<file path="src/rtl/id_stage.sv">
// Decode stage: splits the fetched word, reads the 32-entry register file with write-back bypass, registers the operands.
// Latency 1 cycle; outputs hold while ex_ready is low and if_ready drops, flush discards, a HALT_OP capture stops intake until reset.
module id_stage #(
    parameter int         XLEN    = 32,
    parameter logic [5:0] HALT_OP = 6'h3F
) (
    input  logic            clk,
    input  logic            rst_n,
    input  logic            if_valid,
    output logic            if_ready,
    input  logic [XLEN-1:0] npc_if,
    input  logic [31:0]     ir_if,
    input  logic            flush,
    input  logic            wb_en,
    input  logic [4:0]      wb_rd,
    input  logic [XLEN-1:0] wb_data,
    input  logic            ex_ready,
    output logic            id_valid,
    output logic [XLEN-1:0] a,
    output logic [XLEN-1:0] b,
    output logic [XLEN-1:0] d,
    output logic [XLEN-1:0] imm,
    output logic [XLEN-1:0] npc_id,
    output logic [31:0]     ir_id,
    output logic            hlt
);

    typedef enum logic {
        S_RUN  = 1'b0,
        S_HALT = 1'b1
    } state_t;

    state_t          r_state;
    state_t          w_state_nxt;
    logic            w_run;

    logic            r_id_valid;
    logic [XLEN-1:0] r_a;
    logic [XLEN-1:0] r_b;
    logic [XLEN-1:0] r_d;
    logic [XLEN-1:0] r_imm;
    logic [XLEN-1:0] r_npc;
    logic [31:0]     r_ir;
    logic [XLEN-1:0] r_regs [32];

    logic [5:0]      w_op;
    logic [4:0]      w_rd;
    logic [4:0]      w_rs1;
    logic [4:0]      w_rs2;
    logic [XLEN-1:0] w_imm;
    logic            w_wb_hit;
    logic            w_capture;
    logic [XLEN-1:0] w_rd_val;
    logic [XLEN-1:0] w_rs1_val;
    logic [XLEN-1:0] w_rs2_val;

    assign w_op  = ir_if[31:26];
    assign w_rd  = ir_if[25:21];
    assign w_rs1 = ir_if[20:16];
    assign w_rs2 = ir_if[15:11];
    assign w_imm = {{(XLEN-16){ir_if[15]}}, ir_if[15:0]};

    assign w_wb_hit  = wb_en && (wb_rd != 5'd0);
    assign if_ready  = rst_n && (!r_id_valid || ex_ready) && w_run && !flush;
    assign w_capture = if_valid && if_ready;

    // A write landing this cycle is forwarded so a dependent read never sees the stale value.
    assign w_rs1_val = (w_rs1 == 5'd0) ? '0 :
                       (w_wb_hit && wb_rd == w_rs1) ? wb_data : r_regs[w_rs1];
    assign w_rs2_val = (w_rs2 == 5'd0) ? '0 :
                       (w_wb_hit && wb_rd == w_rs2) ? wb_data : r_regs[w_rs2];
    assign w_rd_val  = (w_rd == 5'd0) ? '0 :
                       (w_wb_hit && wb_rd == w_rd) ? wb_data : r_regs[w_rd];

    always_ff @(posedge clk) begin
        if (!rst_n) begin
            r_state <= S_RUN;
        end else begin
            r_state <= w_state_nxt;
        end
    end

    always_comb begin
        w_state_nxt = r_state;
        w_run       = 1'b0;
        case (r_state)
            S_RUN: begin
                w_run = 1'b1;
                if (w_capture && w_op == HALT_OP) begin
                    w_state_nxt = S_HALT;
                end
            end
            S_HALT: begin
                w_state_nxt = S_HALT;
            end
            default: begin
                w_state_nxt = S_RUN;
            end
        endcase
    end

    always_ff @(posedge clk) begin
        if (!rst_n) begin
            for (int i = 0; i < 32; i++) begin
                r_regs[i] <= '0;
            end
        end else if (w_wb_hit) begin
            r_regs[wb_rd] <= wb_data;
        end
    end

    // Flush wins over both capture and hold; capture cannot coincide with it since if_ready is low.
    always_ff @(posedge clk) begin
        if (!rst_n) begin
            r_id_valid <= 1'b0;
        end else if (flush) begin
            r_id_valid <= 1'b0;
        end else if (w_capture) begin
            r_id_valid <= 1'b1;
        end else if (ex_ready) begin
            r_id_valid <= 1'b0;
        end
    end

    always_ff @(posedge clk) begin
        if (!rst_n) begin
            r_a   <= '0;
            r_b   <= '0;
            r_d   <= '0;
            r_imm <= '0;
            r_npc <= '0;
            r_ir  <= '0;
        end else if (w_capture) begin
            r_a   <= w_rs1_val;
            r_b   <= w_rs2_val;
            r_d   <= w_rd_val;
            r_imm <= w_imm;
            r_npc <= npc_if;
            r_ir  <= ir_if;
        end
    end

    assign id_valid = r_id_valid;
    assign a        = r_a;
    assign b        = r_b;
    assign d        = r_d;
    assign imm      = r_imm;
    assign npc_id   = r_npc;
    assign ir_id    = r_ir;
    assign hlt      = (r_state == S_HALT);

endmodule

</file>
<file path="config.mk">
export PLATFORM = sky130hd
export DESIGN_NAME = id_stage
export DESIGN_NICKNAME = d
export VERILOG_FILES = /design/src/rtl/id_stage.sv
export SDC_FILE = /design/constraint.sdc
export NUM_CORES = 2
export LEC_CHECK = 0
export BUFFER_PORTS_ARGS = -buffer_cell sky130_fd_sc_hd__buf_4
export CAP_MARGIN = 5
export CORE_ASPECT_RATIO = 2
export CORE_MARGIN = 1
export CORE_UTILIZATION = 63
export CTS_BUF_LIST = sky130_fd_sc_hd__clkbuf_16
export CTS_CLUSTER_DIAMETER = 50
export DETAILED_ROUTE_END_ITERATION = 10
export GPL_TIMING_DRIVEN = 0
export PLACE_DENSITY = 0.87
export SYNTH_ARGS = -nofsm -noshare
export SYNTH_HDL_FRONTEND = slang
export SYNTH_SLANG_ARGS = --single-unit
</file>
<file path="constraint.sdc">
create_clock -name clk -period 5.9 [get_ports clk]
set_clock_uncertainty 0.1 [all_clocks]
set_input_delay 1.18 -clock clk [delete_from_list [all_inputs] [get_ports clk]]
set_output_delay 1.18 -clock clk [all_outputs]
set_load 0.01 [all_outputs]
</file>
==> out/results.txt, run 1 <==
Cell variety after synth = 61
Inst Count DP = 6687
Yosys top cell area share = 0.449
Seq cells post-synth = 1186
YS warnings = 0
HPWL after detailed placement = 284000 um
Largest net degree at the start of global routing = 29
Resized Gates After CTS = 0
CTS Buf Count = 105
Syn Inst Count = 4932
Vias in the first global route = 65800
Outcome = aborted with a tool error
Syn Area/Cell = 13.9 sq um
Die Height = 468 um
Die Wd = 235 um
Last stage reached = global routing
Async SR Flop Fraction = 0
Run Error = [ERROR GRT-0116] Global routing finished with congestion. Check the congestion regions in the DRC Viewer.
Mapped Area = 0.0684 sq mm
GRT overflow = 483
Synth top area cells = edfxtp_1 45%, mux4_2 22%, and2_1 9.1%
IO Pins = 302
Leading area contributor after synthesis = edfxtp_1
Setup Fix Bufs, Post-CTS = 0
Clock root cell = clkbuf_16
Initial cell density of the core = 0.637
Site Rows = 170
Top FF cell, synth = edfxtp_1
Tot GR Track Use = 0.809
Clock Path Buffers = 3
Hold buffer count at CTS = 0
First-pass GRT wire length = 608000 um
IO buf count = 288
Register area share after synthesis = 0.497
EDFF count, synth = 1024
Clock Sinks = 1186
Routability congestion estimate = 1.24
Htree depth = 3
[kinds of logic after synthesis]
logic type / count (synthesis) / synth area share
AND/OR/NAND/NOR: 1549 / 0.131
AO/OA/AOI/OAI: 666 / 0.0742
XOR/XNOR: 15 / 0.00192
multiplexers: 929 / 0.257
other: 1 / 0.0000548
flip-flops: 1186 / 0.497
buffers and inverters: 586 / 0.0388
[cell usage after synthesis, types with 20 or more instances]
library cell	number
buf_1	31
edfxtp_1	1024
nand3_1	68
mux2i_1	221
o221a_2	20
buf_2	131
a221o_1	32
mux2_2	49
a21oi_1	79
o22a_1	44
buf_4	54
mux4_2	659
a22oi_1	68
nor4_1	40
nand2_1	202
o22ai_1	69
nor2_1	81
nor2b_1	82
a221oi_1	44
clkbuf_1	357
and2_1	995
a32oi_1	32
dfxtp_1	162
o221ai_1	42
o21ai_0	57
a211oi_1	82
[through the flow]
stage               utilization  worst slack [ps]  cell area, sq um  hold WS [ps]  setup TNS [ps]
detailed placement        0.690               356             74200           348               0
global placement          0.674             -4150             72400           345        -2692660
CTS                       0.724              1140             77800           359               0
floorplan                     -              1050             68600           381               0
[layer usage]
metal,global-route usage,overflow
met5,0.391,0
met4,0.842,222
met3,0.678,12
met2,0.957,241
met1,0.790,8
==> run 2, diff against run 1 <==
==> config.mk (replaced) <==
export PLATFORM = sky130hd
export DESIGN_NAME = id_stage
export DESIGN_NICKNAME = d
export VERILOG_FILES = /design/src/rtl/id_stage.sv
export SDC_FILE = /design/constraint.sdc
export NUM_CORES = 2
export LEC_CHECK = 0
export BUFFER_PORTS_ARGS = -buffer_cell sky130_fd_sc_hd__buf_4
export CAP_MARGIN = 5
export CORE_MARGIN = 1
export CORE_UTILIZATION = 40
export DETAILED_ROUTE_END_ITERATION = 10
export GPL_TIMING_DRIVEN = 0
export PLACE_DENSITY_LB_ADDON = 0.15
export SYNTH_ARGS = -nofsm -noshare
export SYNTH_HDL_FRONTEND = slang
export SYNTH_SLANG_ARGS = --single-unit
==> run 2 against run 1 <==
  * Synthesized cell count unchanged
  * The flow now finishes, with violations (max-capacitance violations, max-slew violations)
  * Area after synthesis unchanged
==> out/results.txt, run 2 <==
Seq cells post-synth = 1186 (unchanged)
Nets = 5598
Unrepaired setup endpoints after global routing = false
WL/cell = 53.0 um
Routability congestion estimate = 1.07 (was 1.24)
Async SR Flop Fraction = 0 (unchanged)
Tot GR Track Use = 0.475
Setup-failing EPs final = 0
Clock period minus worst slack = 5500 ps
CTS Buf Count = 144 (was 105)
Hold buffer count at CTS = 0 (unchanged)
Worst min-delay path class = register to register
Outcome = complete, but fails checks (was aborted with a tool error)
EDFF count, synth = 1024 (unchanged)
Clock root cell = clkbuf_16 (unchanged)
WL final = 418000 um
Cell variety after synth = 61 (unchanged)
Largest net degree at the start of global routing = 27
Setup crit start kind = input pin
CP max stage delay = 1060 ps
Resized Gates After CTS = 0 (unchanged)
Setup CP Type = input pin to register
Syn Area/Cell = 13.9 sq um (unchanged)
Clock Sinks = 1186 (unchanged)
Core Footprint = 0.170 sq mm
Peak Freq = 0.182 GHz
Worst skew pair latency = 850 ps
Site Rows = 151 (was 170)
Commonest cells in the netlist = 1024 x edfxtp_1, 995 x and2_1, 659 x mux4_2 (unchanged)
Mapped Area = 0.0684 sq mm (unchanged)
Commonest non-fill, non-tap cells in the layout = 1024 x edfxtp_1, 995 x and2_1, 659 x mux4_2, 360 x clkbuf_1, 343 x buf_4
Top reg by flops = r_regs
Starting DRT DRC Count = 11200
Period utilisation layout = 0.932
Worst-Margin Slew = 1700 ps
Htree depth = 4 (was 3)
Vias post-DR = 57600
TNS Setup = 0 ps
DR pass1 iterations = 9
Vias in the first global route = 52700
Maximum VDD drop = 0.000362 V
Data arrival, critical path = 6090 ps
Clock Path Buffers = 3 (unchanged)
IO buf count = 288 (unchanged)
Initial cell density of the core = 0.403 (was 0.637)
CP max FO = 10
Antenna violations before repair = 46
Setup Fix Bufs, Post-CTS = 0 (unchanged)
Slowest-stage cell, CP = buf_2
CP cell instances = buf_4, buf_2, buf_2, buf_2, buf_2, mux2i_1, nand3_1, o2111ai_1, nand2_1
Clock slew at reported path FFs = 60 ps
Maxcap violations = 8
Syn Inst Count = 4932 (unchanged)
Die Wd = 416 um (was 235 um)
Top FF cell, synth = edfxtp_1 (unchanged)
Largest register FFs = 1024
Fin cells = 7871
Final hold violation count = 0
Register area share after synthesis = 0.497 (unchanged)
Die Height = 416 um (was 468 um)
CP Capture Type = register
Most frequent CP cell = buf_2
Layout area overhead = 18.0%
DRC viols = 0
HPWL after detailed placement = 301000 um (was 284000 um)
CTS tree = built
DR vias/cell = 7.32
Pwr Density = 289 mW/mm^2
Share of cells above drive strength 1 = 0.288
YS warnings = 0 (unchanged)
CP Data Required Time = 6490 ps
Most common cell after layout, fill and taps aside = edfxtp_1
Synth top area cells = edfxtp_1 45%, mux4_2 22%, and2_1 9.1% (unchanged)
Leakage power = 28.3 nW
Inst Count DP = 7553 (was 6687)
Yosys top cell area share = 0.449 (unchanged)
Leading area contributor after synthesis = edfxtp_1 (unchanged)
First-pass GRT wire length = 528000 um
Failing checks = max-capacitance violations, max-slew violations
Cell with the most instances after synthesis = edfxtp_1 (unchanged)
IO Pins = 302 (unchanged)
WHS = 355 ps
Slew Limit Fails = 78
Normalized max-slew margin = -0.131
Final ANT Viol Nets = 0
GRT overflow = 0
DIE AREA = 0.173 sq mm
==> run 2: area by class of cell <==
type	instances	area, sq um
repair buffers	382	4190
flip-flops and latches	1186	34000
well taps	2218	2780
multi-input cells	3191	32300
plain buffers	585	2710
diodes	40	100
clock buffers	201	4170
clock inverters	67	579
fillers	15100	88900
inverters	1	3.75
==> run 2: per-layer routing <==
metal  wire [um]  global-route usage  part of all wire
met1      140000               0.551              0.33
met2      169000               0.648              0.40
met3       62400               0.216              0.15
met4       46400               0.441              0.11
met5         230             0.00695           0.00055
==> run 2: final timing paths <==
| check | start | to | slack (ps) | cells past startpoint |
|---|---|---|---|---|
| worst min register to register | npc_id[20] | npc_id[20] | 360 | 2 |
| worst max-delay path | ir_if[23] | d[18] | 400 | 9 |
| worst max register to register | hlt | a[13] | 1110 | 8 |
| worst min-delay path | npc_id[20] | npc_id[20] | 360 | 2 |
==> run 2: logic make-up after synthesis <==
logic type | after synthesis | synth area share
AND/OR/NAND/NOR | 1549 | 0.131
flip-flops | 1186 | 0.497
multiplexers | 929 | 0.257
AO/OA/AOI/OAI | 666 | 0.0742
buffers and inverters | 586 | 0.0388
XOR/XNOR | 15 | 0.00192
other | 1 | 0.0000548
==> run 2: critical path, delay by kind of cell <==
kind                   cells  cell delay (ps)
AOI/OAI and AO/OA          1              420
and+or+nand+nor            2              260
buffers and inverters      5             3420
muxes                      1              770
==> run 2: report_power, final <==
| part | internal [mW] | leakage [nW] | switching (mW) | total [mW] |
|---|---|---|---|---|
| clock | 5.26 | 2.34 | 3.97 | 9.23 |
| sequential | 9.58 | 11.1 | 0.428 | 10.0 |
| combinational | 1.46 | 14.9 | 2.65 | 4.11 |
==> run 2: stage by stage <==
step	setup slack (ps)	area [sq um]	total power [mW]	util
after global routing	784	80700	23.5	0.476
after global placement	-4620	73500	13.9	0.433
final	403	80800	23.4	0.476
after CTS	850	80500	23.0	0.475
after floorplan	1050	68600	11.9	-
after detailed placement	17.0	75800	14.0	0.447
Note: power is estimated with default switching activity, not from simulation.
